[config.mk]
export PLATFORM = sky130hd
export DESIGN_NAME = mac_mul_pipe
export DESIGN_NICKNAME = d
export VERILOG_FILES = /design/src/rtl/mac_mul_pipe.sv
export SDC_FILE = /design/constraint.sdc
export NUM_CORES = 1
export LEC_CHECK = 0
export CORE_ASPECT_RATIO = 1.4
export CORE_UTILIZATION = 38
export CTS_CLUSTER_DIAMETER = 100
export DETAILED_ROUTE_END_ITERATION = 12
export MAX_ROUTING_LAYER = met4
export SLEW_MARGIN = 30
export SYNTH_ARGS = -nofsm -noshare
export SYNTH_HDL_FRONTEND = slang
export SYNTH_SLANG_ARGS = --single-unit
[constraint.sdc]
create_clock -name clk -period 5.4 [get_ports clk]
set_input_delay 1.62 -clock clk [delete_from_list [all_inputs] [get_ports clk]]
set_output_delay 1.62 -clock clk [all_outputs]
set_load 0.005 [all_outputs]
[src/rtl/mac_mul_pipe.sv]
// mac_mul_pipe: pipelined lane-packed multiplier feeding the MAC accumulator.
// Computes A (1..LANES lanes of MIN_WIDTH bits) times B, unsigned or signed.
//
// Ports:
//   clk, rst       rising-edge clock, asynchronous active-high reset
//   in_valid/ready input handshake; in_a, in_b, in_cfg captured together
//   in_cfg         [1:0] mode m (2^m active lanes), [2] signed enable
//   out_valid/ready output handshake; out_data product, out_err bad mode
//   busy           high while any transaction is in flight
module mac_mul_pipe #(
  parameter int MIN_WIDTH = 8,
  parameter int LANES     = 4,
  parameter int LATENCY   = 2,
  parameter int INT_WIDTH = (LANES + 1) * MIN_WIDTH
) (
  input  logic                         clk,
  input  logic                         rst,
  input  logic                         in_valid,
  output logic                         in_ready,
  input  logic [LANES*MIN_WIDTH-1:0]   in_a,
  input  logic [MIN_WIDTH-1:0]         in_b,
  input  logic [2:0]                   in_cfg,
  output logic                         out_valid,
  input  logic                         out_ready,
  output logic [INT_WIDTH-1:0]         out_data,
  output logic                         out_err,
  output logic                         busy
);

  localparam int W  = MIN_WIDTH;
  // Headroom so every shifted partial product is formed without
  // truncating its sign extension; only the low INT_WIDTH bits are kept.
  localparam int XW = INT_WIDTH + W + 2;

  logic                 adv;
  logic [LATENCY-1:0]   vld;
  logic                 illegal;
  logic [INT_WIDTH-1:0] pp_in  [LANES];
  logic [INT_WIDTH-1:0] fin_pp [LANES];
  logic                 fin_err;
  logic                 fin_vld;
  logic [INT_WIDTH-1:0] fin_sum;

  // Single global stall: every stage holds while the output is blocked.
  assign adv       = !(out_valid && !out_ready);
  assign in_ready  = adv;
  assign out_valid = vld[LATENCY-1];
  assign busy      = |vld;

  // Each lane is widened to W+1 bits; only the top active lane carries the
  // sign in signed mode, the lower lanes are magnitude digits.
  always_comb begin : pp_gen
    int                    nact;
    logic                  sgn;
    logic signed [W:0]     ea;
    logic signed [W:0]     eb;
    logic signed [2*W+1:0] prod;
    logic [XW-1:0]         wide;
    nact    = 32'd1 << in_cfg[1:0];
    sgn     = in_cfg[2];
    illegal = nact > LANES;
    eb      = $signed({sgn & in_b[W-1], in_b});
    ea      = '0;
    prod    = '0;
    wide    = '0;
    for (int k = 0; k < LANES; k++) begin
      ea   = $signed({sgn && (k == nact - 1) && in_a[k*W+W-1],
                      in_a[k*W +: W]});
      prod = ea * eb;
      wide = {{(XW-2*W-2){prod[2*W+1]}}, prod} << (k * W);
      if (k < nact && !illegal) pp_in[k] = wide[INT_WIDTH-1:0];
      else                      pp_in[k] = '0;
    end
  end

  always_ff @(posedge clk or posedge rst) begin
    if (rst) begin
      vld <= '0;
    end else if (adv) begin
      vld[0] <= in_valid;
      for (int s = 1; s < LATENCY; s++) vld[s] <= vld[s-1];
    end
  end

  if (LATENCY == 1) begin : g_direct
    always_comb begin
      fin_pp  = pp_in;
      fin_err = illegal;
      fin_vld = in_valid;
    end
  end else begin : g_staged
    logic [INT_WIDTH-1:0] pp_r  [LATENCY-1][LANES];
    logic                 err_r [LATENCY-1];

    always_ff @(posedge clk) begin
      if (adv) begin
        pp_r[0]  <= pp_in;
        err_r[0] <= illegal;
        for (int s = 1; s < LATENCY - 1; s++) begin
          pp_r[s]  <= pp_r[s-1];
          err_r[s] <= err_r[s-1];
        end
      end
    end

    always_comb begin
      fin_pp  = pp_r[LATENCY-2];
      fin_err = err_r[LATENCY-2];
      fin_vld = vld[LATENCY-2];
    end
  end

  always_comb begin
    fin_sum = '0;
    for (int k = 0; k < LANES; k++) fin_sum = fin_sum + fin_pp[k];
  end

  // Output registers load only real transactions so data stays put
  // across bubbles as well as stalls.
  always_ff @(posedge clk or posedge rst) begin
    if (rst) begin
      out_data <= '0;
      out_err  <= 1'b0;
    end else if (adv && fin_vld) begin
      out_data <= fin_err ? '0 : fin_sum;
      out_err  <= fin_err;
    end
  end

endmodule

== After elaboration in Yosys (flattened, before gate mapping) ==
Memories as Yosys holds them, arrays and structs flattened.
Index checks and enable logic that the tools add are counted.

* Flip-flop bits (word level): 43
* Bits in writable memories: 161
* Input bits: 47
* Output and inout bits: 44
* Logic and storage cells: 48
* Memories: 2

* Add/subtract/negate cells: 4
* Multiply operators: 4
* Magnitude comparators: 5
* Equal/unequal tests: 3
* Shifts and indexed selects: 1
* Multiplexer cells: 6
* Bitwise gates (word level): 1
* Reductions and logical operators: 19

{| class="wikitable"
|+ Memories
! name !! words !! bits a word !! read ports !! clocked after memory_dff !! wr ports !! RTL line !! RTL
|-
| g_staged.pp_r || 1 || 160 || 1 || 0 || 1 || 92 || <nowiki>logic [INT_WIDTH-1:0] pp_r [LATENCY-1][LANES];</nowiki>
|-
| g_staged.err_r || 1 || 1 || 1 || 0 || 1 || 93 || <nowiki>logic err_r [LATENCY-1];</nowiki>
|}

{| class="wikitable"
|+ Operators with widths
! kind !! count
|-
| $mux 40 || 5
|-
| $add 40x40->40 || 3
|-
| $eq 3x32->1 const A || 2
|-
| $lt 3x32->1 const A || 2
|-
| $mul 9x9->18 || 3
|-
| $eq 2x32->1 const A || 1
|-
| $gt 32x4->1 const B || 1
|-
| $logic_not 32->1 || 1
|-
| $lt 1x32->1 const A || 1
|-
| $lt 2x32->1 const A || 1
|-
| $shl 1x2->32 const A || 1
|-
| $sub 32x2->32 const B || 1
|-
| $mul 9x9->16 || 1
|-
| $logic_and 1x1->1 || 14
|-
| $logic_not 1->1 || 3
|-
| $reduce_or 2->1 || 1
|-
| $and 1x1->1 || 1
|-
| $mux 1 || 1
|}

== Depth between registers and ports, before layout ==
Gate-level depths: netlist of the first run.

* Depth in word-level cells: 7
* Mapped depth: 22
* Mapped depth without buffers: 20

== Worst setup path before layout of the first run ==
Ideal clock, no wire load.

* Kind: input port to flip-flop
* Start: input port in_b[7]
* End: memory g_staged.pp_r[0][136] (netlist bit), data pin
* Setup time: 269 ps
* Arrival: 6,876 ps
* Required time: 5,131 ps
* Setup slack: -1,746 ps
* Cell stages on the path: 19
* Path buffers: 2
* Cell sequence: clkbuf_1 -> nand2_1 -> inv_1 -> clkbuf_1 -> nand2b_1 -> fa_1 -> fa_1 -> inv_1 -> fa_1 -> fa_1 -> fa_1 -> ha_1 -> inv_1 -> o21bai_1 -> a21oi_1 -> o21bai_1 -> a2111oi_0 -> o21a_1 -> nor3_1

* Word-level cells in the longest chain between the ends: 3

{| class="wikitable"
|+ Ends and longest elaborated chain
! element !! RTL line !! RTL
|-
| start: declaration || 21 || <nowiki>input logic [MIN_WIDTH-1:0] in_b,</nowiki>
|-
| $and 1x1->1 || 62 || <nowiki>eb = $signed({sgn & in_b[W-1], in_b});</nowiki>
|-
| $mul 9x9->18 * || 69 || <nowiki>prod = ea * eb;</nowiki>
|-
| $mux 40 * || 71 || <nowiki>if (k < nact && !illegal) pp_in[k] = wide[INT_WIDTH-1:0];</nowiki>
|-
| end: declaration || 92 ||
|}

Every way passes the cells marked *; elsewhere a longest branch is shown, timed or not.

== Final worst setup path of the first run ==
* Start: input port in_cfg[1]
* End: memory g_staged.pp_r[0][79] (netlist bit), data pin

* Elaborated cells between the ends (all ways): 11
* Classes of those cells: 1 x add/sub; 1 x mul; 2 x order compare; 1 x eq/ne; 1 x shift; 1 x mux; 4 x reduce/logical

{| class="wikitable"
|+ RTL lines
! element !! RTL line !! RTL
|-
| start: declaration || 22 || <nowiki>input logic [2:0] in_cfg,</nowiki>
|-
| $shl 1x2->32 || 59 || <nowiki>nact = 32'd1 << in_cfg[1:0];</nowiki>
|-
| $gt 32x4->1 || 61 || <nowiki>illegal = nact > LANES;</nowiki>
|-
| via illegal || 37 || <nowiki>logic illegal;</nowiki>
|-
| $logic_not 1->1 || 71 ||
|-
| $logic_and 1x1->1 || 71 ||
|-
| $mux 40 || 71 ||
|}

The timed path passes the listed nets, and every way through them passes these cells.

==> impl_metrics.env, run 1 <==
export IMPL_io_buffers=90
export IMPL_antenna_cells=0
export IMPL_worst_slack_ps=-654
export IMPL_drc=0
export IMPL_drv_cap=0
export IMPL_synth_mux_area_share_pct=0.229
export IMPL_dieHeight_um=264
export IMPL_r2r_start="g_staged.pp_r[0][119]"
export IMPL_final_cell_mix="inv_1, fa_1, buf_4, nand2_1, and2_1"
export IMPL_layout_drive_gt1_share_pct=24.3
export IMPL_grt_pass1_wl_um=75000
export IMPL_avgSynthCellArea_sq_um=9.85
export IMPL_ios=91
export IMPL_synthToLayoutAreaGrowth_pct=31.6
export IMPL_synth_adder_area_share_pct=46.9
export IMPL_numCtsBuffers=17
export IMPL_synth_main_ff_cell="edfxtp_1"
export IMPL_finalInstanceArea_sq_um=24500
export IMPL_cpMostUsedCell="fa_1"
export IMPL_clock_path_buffers=2
export IMPL_cts_tree="done"
export IMPL_setup_viol=34
export IMPL_required_ps=5580
export IMPL_nets=2778
export IMPL_final_common_cell="inv_1"
export IMPL_via_per_inst=4.82
export IMPL_status="finished, violations left"
export IMPL_synth_top_family_by_area="adder cells"
export IMPL_synth_area_sq_um=18600
export IMPL_ctsRootBufferMaster="clkbuf_16"
export IMPL_hold_viol=0
export IMPL_violations="setup timing"
export IMPL_setup_worst_path_class="primary input to register"
export IMPL_cp_startpoint="in_cfg[1]"
export IMPL_total_leakage_power_nw=11.9
export IMPL_endpoint_kind="register"
export IMPL_slowest_delay_ps=540
export IMPL_ys_seq_area_share_pct=17.2
export IMPL_grt_max_degree=53
export IMPL_skew_ps=9.45
export IMPL_start_kind="primary input"
export IMPL_dp_final_hpwl_um=36000
export IMPL_arrival_ps=6230
export IMPL_synth_cell_types=64
export IMPL_synthCells=1889
export IMPL_crit_family="adder cells"
export IMPL_die_area_sq_um=49900
export IMPL_synth_net_count=2453
export IMPL_cp_cell_sequence="buf_12 > ha_4 > and4b_2 > and2_4 > nand2_4 > fa_1 > fa_1 > inv_2 > fa_1 > fa_1 > fa_1 > ha_4 > a21oi_4 > o21bai_1 > a21oi_2 > o21bai_2 > a211oi_2 > o21ai_1 > and3b_1"
export IMPL_whs_ps=472
export IMPL_initial_core_util_pct=38.7
export IMPL_fmax_ghz=0.165
export IMPL_grt_pass1_vias=15063
export IMPL_cts_htree_levels=4
export IMPL_tightest_slew_ps=844
export IMPL_crit_fanout=5
export IMPL_crit_slowest_cell="fa_1"
export IMPL_dp_slack_ps=-1740
export IMPL_dpl_cell_area_sq_um=22500
export IMPL_synth_xor_area_share_pct=4.85
export IMPL_first_iter_violations=598
export IMPL_rows=95
export IMPL_hold_path_class="register to register"
export IMPL_peakVddDrop_mv=0.362
export IMPL_routabilityCongestion=0.874
export IMPL_min_period_ps=6050
export IMPL_relSlewSlack_pct=43.8
export IMPL_clk_latency_ps=430
export IMPL_cts_hold_buffers=0
export IMPL_wl_um=45700
export IMPL_worst_path_buf_inv=2
export IMPL_slew_viol_final=0
export IMPL_fin_crit_sh_pct=112
export IMPL_clk_pin_slew_worst_paths_ps=50
export IMPL_ys_async_sr_fraction_pct=37.7
export IMPL_clock_sinks=114
export IMPL_rsz0062_at_grt="true"
export IMPL_synth_compound_area_share_pct=7.75
export IMPL_synth_edf_count=71
export IMPL_vias=13774
export IMPL_antenna_found_initial=0
export IMPL_die_width_um=189
export IMPL_synth_seq_cells=114
export IMPL_gr_total_overflow=0
export IMPL_dr_pass1_iters=5
export IMPL_synth_simple_area_share_pct=15.0
export IMPL_min_from="out_data[12]"
export IMPL_fin_util_pct=50.9
export IMPL_ant_nets=0
export IMPL_core_area_sq_um=48100
export IMPL_ys_warnings_count=0
export IMPL_grt_usage_pct=19.6
export IMPL_wl_per_cell_um=16.0
export IMPL_power_density_nw_per_um2=469
worst min-delay path, stage by stage, from the launching register on:
cell     delay (ps)
dfrtp_1         330
nand2_1          50
o41ai_1          50
registers in the layout (all words and copies together) (netlist names):
register        cells
out_err             1
out_data           40
vld                 2
g_staged.err_r      1
g_staged.pp_r      70
path summary, 6_finish.rpt:
path,to,slack (ps),cells after the start
max,g_staged.pp_r[0][79],-650,19
min,out_data[12],470,2
max reg2reg,out_data[38],1220,11
min reg2reg,out_data[12],470,2
max in group asynchronous,out_data[10],3310,2
min in group asynchronous,out_data[37],1630,2
repair_timing:
item,in CTS,in global routing
buffers inserted,41,25
pin swaps,92,92
gates cloned,7,1
gates resized for setup,153,93
setup endpoints to repair,42,40
metrics by stage:
stage          cells  TNS [ps]  total power, mW
2_1_floorplan   1889    -15200             7.10
3_3_place_gp    2758    -51140             9.29
3_5_place_dp    2758    -53750             9.44
4_1_cts         2833    -17100             11.1
5_1_grt         2857    -19520             12.7
6_report        2857    -14760             11.5
metal layers:
layer	GRT usage [%]	share of wire (%)
met4	6.56	3.1
met5	-	0
met2	34.2	52
met1	23.7	42
met3	1.55	3.1
cell usage after synthesis, types with 8 or more instances:
master	number	area share [%]
nor2b_1	10	0.34
o21bai_1	19	0.77
inv_1	326	6.6
clkbuf_1	56	1.1
and3_1	21	0.71
nand3_1	9	0.24
edfxtp_1	71	11
nand2_1	207	4.2
ha_1	215	14
buf_1	13	0.26
a21oi_1	59	1.6
fa_1	302	32
and2_1	181	6.1
nor2_1	36	0.73
or3_1	8	0.27
xor2_1	24	1.1
nor3_1	10	0.27
nand2b_1	44	1.5
xnor2_1	79	3.7
o21ai_0	45	1.2
a21o_1	19	0.77
dfrtp_1	43	5.8
a211oi_1	13	0.52
cell type report:
cell class                 instances  area [sq um]
fill                            4371         23600
multi-input combinational       1380         15200
timing repair buffer             375          3540
sequential                       114          3210
inverter                         326          1270
tap                              630           788
clock buffer                      19           433
clock inverter                    13          95.1
cell families (layout without fill, tap and decap cells):
logic type	count (synthesis)	in the layout
AND/OR/NAND/NOR	545	545
adder cells (fa/ha/maj)	517	517
buffers and inverters	395	733
AO/OA/AOI/OAI	211	211
flip-flops	114	114
XOR/XNOR	103	103
multiplexers	4	4
report_power, final:
group          total, mW  internal, mW  switching [mW]
registers           1.52          1.34           0.184
logic               8.96          4.52            4.45
clock network       1.01         0.619           0.391
total               11.5          6.47            5.02
Note: power is estimated with default switching activity, not from simulation.
==> run 2: changes to the inputs <==
--- a/config.mk
+++ b/config.mk
@@ -9,6 +9,7 @@
 export CORE_UTILIZATION = 38
 export CTS_CLUSTER_DIAMETER = 100
 export DETAILED_ROUTE_END_ITERATION = 12
+export GPL_TIMING_DRIVEN = 0
 export MAX_ROUTING_LAYER = met4
 export SLEW_MARGIN = 30
 export SYNTH_ARGS = -nofsm -noshare
==> impl_metrics.env, run 2 (synthesized netlist as in run 1, its figures left out) <==
export IMPL_status="finished, violations left"
export IMPL_r2r_start="g_staged.pp_r[0][119]"
export IMPL_crit_fanout=7
export IMPL_clk_latency_ps=430
export IMPL_clock_sinks=114
export IMPL_total_leakage_power_nw=11.0
export IMPL_hold_viol=0
export IMPL_crit_path_end="g_staged.pp_r[0][134]"
export IMPL_final_common_cell="inv_1"
export IMPL_cp_startpoint="in_cfg[1]"
export IMPL_layout_drive_gt1_share_pct=19.0
export IMPL_peakVddDrop_mv=0.280
export IMPL_dp_slack_ps=-2500
export IMPL_wl_per_cell_um=17.4
export IMPL_arrival_ps=6290
export IMPL_dieHeight_um=264
export IMPL_dr_wl_met3_um=1590
export IMPL_ant_nets=0
export IMPL_routabilityCongestion=0.860
export IMPL_grt_usage_pct=20.1
export IMPL_cpMostUsedCell="fa_1"
export IMPL_initial_core_util_pct=38.7
export IMPL_start_kind="primary input"
export IMPL_skew_ps=12.4
export IMPL_wl_met2_um=24700
export IMPL_io_buffers=66
export IMPL_whs_ps=479
export IMPL_vias=13336
export IMPL_regToRegSetupSlack_ps=1230
export IMPL_drc=0
export IMPL_via_per_inst=4.95
export IMPL_numCtsBuffers=17
export IMPL_antenna_found_initial=2
export IMPL_slew_viol_final=0
export IMPL_grt_pass1_vias=14534
export IMPL_seq_area_sq_um=3210
export IMPL_setup_worst_path_class="primary input to register"
export IMPL_worst_slack_ps=-736
export IMPL_gr_total_overflow=0
export IMPL_cp_cell_sequence="buf_12 > inv_16 > ha_4 > buf_12 > and3_4 > nand2_4 > fa_1 > fa_1 > inv_2 > fa_1 > fa_1 > fa_1 > ha_4 > buf_6 > inv_4 > o21bai_4 > a21oi_4 > o21bai_4 > a2111oi_4 > xor2_1 > nor2_1"
export IMPL_die_width_um=189
export IMPL_nets=2612
export IMPL_ios=91
export IMPL_fin_crit_sh_pct=114
export IMPL_dr_max_layer_used="met4"
export IMPL_cp_num_cells=21
export IMPL_die_area_sq_um=49900
export IMPL_multiInputGateArea_sq_um=15300
export IMPL_crit_family="adder cells"
export IMPL_crit_slowest_cell="fa_1"
export IMPL_worst_path_buf_inv=6
export IMPL_fmax_ghz=0.163
export IMPL_violations="setup timing"
export IMPL_required_ps=5560
export IMPL_drv_cap=0
export IMPL_slowest_delay_ps=550
export IMPL_clk_pin_slew_worst_paths_ps=50
export IMPL_top_register="g_staged.pp_r"
export IMPL_grt_pass1_wl_um=75300
export IMPL_hold_path_class="register to register"
export IMPL_fillers=4480
export IMPL_min_period_ps=6140
export IMPL_wl_um=46800
export IMPL_tightest_slew_ps=807
export IMPL_reg_top3="g_staged.pp_r: 70 flops, out_data: 40 flops, vld: 2 flops"
export IMPL_rsz0062_at_grt="true"
export IMPL_final_cell_mix="inv_1, fa_1, nand2_1, ha_1, and2_1"
export IMPL_wl_met1_um=18500
export IMPL_power_density_nw_per_um2=506
export IMPL_fin_util_pct=48.6
export IMPL_cts_tree="done"
export IMPL_rows=95
export IMPL_rr_endpoint="out_data[38]"
export IMPL_relSlewSlack_pct=46.2
export IMPL_ctsRootBufferMaster="clkbuf_16"
export IMPL_core_area_sq_um=48100
export IMPL_setup_viol=34
export IMPL_largest_reg_flops=70
export IMPL_rr_worst_depth=11
export IMPL_dr_pass1_iters=6
export IMPL_first_iter_violations=633
export IMPL_grt_max_degree=51
export IMPL_synthToLayoutAreaGrowth_pct=25.8
export IMPL_clock_path_buffers=2
export IMPL_cts_hold_buffers=0
export IMPL_cts_htree_levels=4
export IMPL_endpoint_kind="register"
export IMPL_dp_final_hpwl_um=38300
## run 2: cell types whose count changed in the layout (fill, tap and decap cells not counted), sizes merged, moves of 5 or more
cell	change
buf	-193
clkbuf	+44
dlygate4sd2	-9
dlymetal6s2s	-7
clkdlybuf4s15	+6
clkinv	-6
bufbuf	-5
bufinv	+5
## run 2: cell type report
type	count	share of cell area, %
antenna	2	0.0214
buffer	66	3.13
clock buffer	19	1.85
clock inverter	13	0.994
inverter	326	5.43
multi-input combinational	1380	65.5
sequential	114	13.7
tap	630	3.37
timing repair buffer	143	6.06
## run 2: metal layers
| layer | vias up | GRT usage (%) |
|---|---|---|
| li1 | 6289 | - |
| met1 | 6707 | 22.6 |
| met2 | 256 | 35.7 |
| met3 | 84 | 2.40 |
| met4 | 0 | 8.83 |
| met5 | - | - |
## run 2: worst min path at each step
stage,depth (start not counted),to,slack (ps),from
floorplan,2,out_data[12],470,out_data[12]
global route,2,out_data[35],510,out_data[35]
global placement,2,out_data[26],470,out_data[26]
finish,2,out_data[17],480,out_data[17]
CTS,2,out_data[13],490,out_data[13]
detailed placement,2,out_data[13],470,out_data[13]
## run 2: what timing repair did
item,in CTS,in global routing
endpoints found under the setup margin,49,36
pin swaps,86,93
buffers inserted,52,30
gates resized for setup,208,94
hold endpoints to repair,0,0
## run 2: tightest hold or removal path: cells and delay by family, from the launching register on
family / cells / cell delay, ps
DFF: 1 / 340
AOI/OAI and AO/OA: 1 / 60
and+or+nand+nor: 1 / 50
## run 2: power by group
part / total, mW / internal, mW / switching (mW)
clock network: 1.27 / 0.864 / 0.405
registers: 1.51 / 1.34 / 0.169
logic: 9.06 / 4.40 / 4.66
## run 2: through the flow
step / power (mW) / cells / cell area [sq um] / setup TNS [ps]
6_report: 11.8 / 2693 / 23400 / -16230
5_1_grt: 12.9 / 2693 / 23400 / -20170
4_1_cts: 11.0 / 2666 / 22800 / -15150
3_5_place_dp: 8.86 / 2589 / 21000 / -83080
3_3_place_gp: 8.74 / 2585 / 21000 / -129760
2_1_floorplan: 7.10 / 1889 / 19500 / -15200
==> run 3: changes to the inputs <==
--- a/config.mk
+++ b/config.mk
@@ -11,7 +11,6 @@
 export DETAILED_ROUTE_END_ITERATION = 12
 export GPL_TIMING_DRIVEN = 0
 export MAX_ROUTING_LAYER = met4
-export SLEW_MARGIN = 30
 export SYNTH_ARGS = -nofsm -noshare
 export SYNTH_HDL_FRONTEND = slang
 export SYNTH_SLANG_ARGS = --single-unit
==> impl_metrics.env, run 3 (synthesized netlist as in run 1, its figures left out) <==
export IMPL_top_register="g_staged.pp_r"
export IMPL_grt_pass1_wl_um=75200
export IMPL_start_kind="primary input"
export IMPL_clk_pin_slew_worst_paths_ps=50
export IMPL_die_area_sq_um=49900
export IMPL_routabilityCongestion=0.860
export IMPL_cp_cell_sequence="buf_12 > inv_16 > ha_4 > and4b_2 > and2_4 > nand2_4 > fa_1 > fa_1 > inv_1 > fa_1 > fa_1 > fa_1 > ha_4 > a21oi_4 > o21bai_1 > a21oi_2 > o21bai_2 > a211oi_2 > xnor2_2 > and2_1"
export IMPL_numCtsBuffers=17
export IMPL_wl_met2_um=25100
export IMPL_antenna_found_initial=1
export IMPL_io_buffers=66
export IMPL_cts_htree_levels=4
export IMPL_hold_path_class="register to register"
export IMPL_relSlewSlack_pct=42.8
export IMPL_cts_tree="done"
export IMPL_fmax_ghz=0.163
export IMPL_synthToLayoutAreaGrowth_pct=24.2
export IMPL_cpMostUsedCell="fa_1"
export IMPL_stdcell_count=2676
export IMPL_die_width_um=189
export IMPL_dpl_cell_area_sq_um=21000
export IMPL_nets=2598
export IMPL_dp_cells=2587
export IMPL_status="finished, violations left"
export IMPL_tightest_slew_ps=857
export IMPL_dieHeight_um=264
export IMPL_worst_slack_ps=-728
export IMPL_peakVddDrop_mv=0.252
export IMPL_dr_pass1_iters=5
export IMPL_fin_crit_sh_pct=113
export IMPL_rsz0062_at_grt="true"
export IMPL_dr_max_layer_used="met4"
export IMPL_arrival_ps=6300
export IMPL_power_mw=11.5
export IMPL_hold_viol=0
export IMPL_drv_cap=0
export IMPL_clock_sinks=114
export IMPL_clk_latency_ps=430
export IMPL_wl_met1_um=18600
export IMPL_slowest_delay_ps=540
export IMPL_wl_um=46600
export IMPL_vias=13211
export IMPL_slew_viol_final=0
export IMPL_core_area_sq_um=48100
export IMPL_grt_usage_pct=20.1
export IMPL_power_density_nw_per_um2=499
export IMPL_min_period_ps=6130
export IMPL_drc=0
export IMPL_layout_drive_gt1_share_pct=18.2
export IMPL_dp_final_hpwl_um=38300
export IMPL_grt_max_degree=73
export IMPL_violations="setup timing"
export IMPL_dr_wl_met3_um=1250
export IMPL_final_cell_mix="inv_1, fa_1, nand2_1, and2_1, ha_1"
export IMPL_initial_core_util_pct=38.7
export IMPL_largest_reg_flops=70
export IMPL_finalInstanceArea_sq_um=23100
export IMPL_wl_per_cell_um=17.4
export IMPL_skew_ps=11.8
export IMPL_endpoint_kind="register"
export IMPL_crit_slowest_cell="fa_1"
export IMPL_ant_nets=0
export IMPL_ios=91
export IMPL_rows=95
export IMPL_crit_fanout=4
export IMPL_total_leakage_power_nw=10.9
export IMPL_via_per_inst=4.94
export IMPL_final_common_cell="inv_1"
export IMPL_setup_viol=33
export IMPL_grt_pass1_vias=14524
export IMPL_required_ps=5570
export IMPL_gr_total_overflow=0
export IMPL_clock_path_buffers=2
export IMPL_reg_top3="g_staged.pp_r: 70 flops, out_data: 40 flops, vld: 2 flops"
export IMPL_setup_worst_path_class="primary input to register"
export IMPL_ctsRootBufferMaster="clkbuf_16"
export IMPL_first_iter_violations=642
-- run 3: changes by cell type in the layout (fill, tap and decap cells not counted), moves of 4 or more --
cell	previous run	this run
buf_6	26	16
ha_4	41	50
ha_1	168	160
buf_12	8	3
clkinv_2	0	4
inv_1	300	304
-- run 3: critical path, delay by kind of cell --
family	cells	cell delay (ps)
AOI/OAI and AO/OA	5	860
xor gates and xnor gates	1	120
adders and majority gates	7	2790
buffers and inverters	3	220
and+or+nand+nor	4	670
-- run 3: layout make-up --
type | count | area (sq um)
inverters | 326 | 1270
repair buffers | 129 | 1230
diodes | 1 | 2.50
flip-flops and latches | 114 | 3210
clock buffers | 18 | 429
well taps | 630 | 788
fillers | 4509 | 25000
multi-input cells | 1380 | 15300
clock inverters | 12 | 143
plain buffers | 66 | 717
-- run 3: where the power goes --
| group | total [mW] | switching (mW) | leakage, nW | internal (mW) |
|---|---|---|---|---|
| clock | 1.09 | 0.380 | 0.280 | 0.711 |
| combinational | 8.92 | 4.58 | 9.27 | 4.34 |
| sequential | 1.51 | 0.175 | 1.31 | 1.34 |
| total | 11.5 | 5.13 | 10.9 | 6.39 |
-- run 3: path summary, 6_finish.rpt --
path / start / endpoint / slack [ps] / depth (start not counted)
max in group asynchronous: rst / out_data[5] / 3140 / 2
setup reg to reg: g_staged.pp_r[0][119] / out_data[38] / 1230 / 11
hold / removal: out_data[9] / out_data[9] / 480 / 2
setup / recovery: in_cfg[1] / g_staged.pp_r[0][71] / -730 / 20
hold reg to reg: out_data[9] / out_data[9] / 480 / 2
min in group asynchronous: rst / out_data[33] / 1700 / 2
-- run 3: metrics by stage --
stage	hold WS (ps)	TNS, ps	utilization (%)	setup WS (ps)
2_1_floorplan	467	-15200	-	-802
3_3_place_gp	465	-129760	43.5	-2470
3_5_place_dp	473	-82750	43.6	-2480
4_1_cts	485	-14590	46.9	-767
5_1_grt	513	-18250	48.0	-867
6_report	476	-13940	48.0	-728
-- run 3: repair_timing --
action,4_1_cts,5_1_grt
pin swaps,105,55
setup endpoints to repair,49,36
resized for setup,193,85
buffers inserted,46,17
hold buffers,0,0
-- run 3: routing by layer --
metal,up-vias,global-route usage [%]
li1,6248,-
met1,6668,22.7
met2,225,36.4
met3,70,1.70
met4,0,7.76
met5,-,-
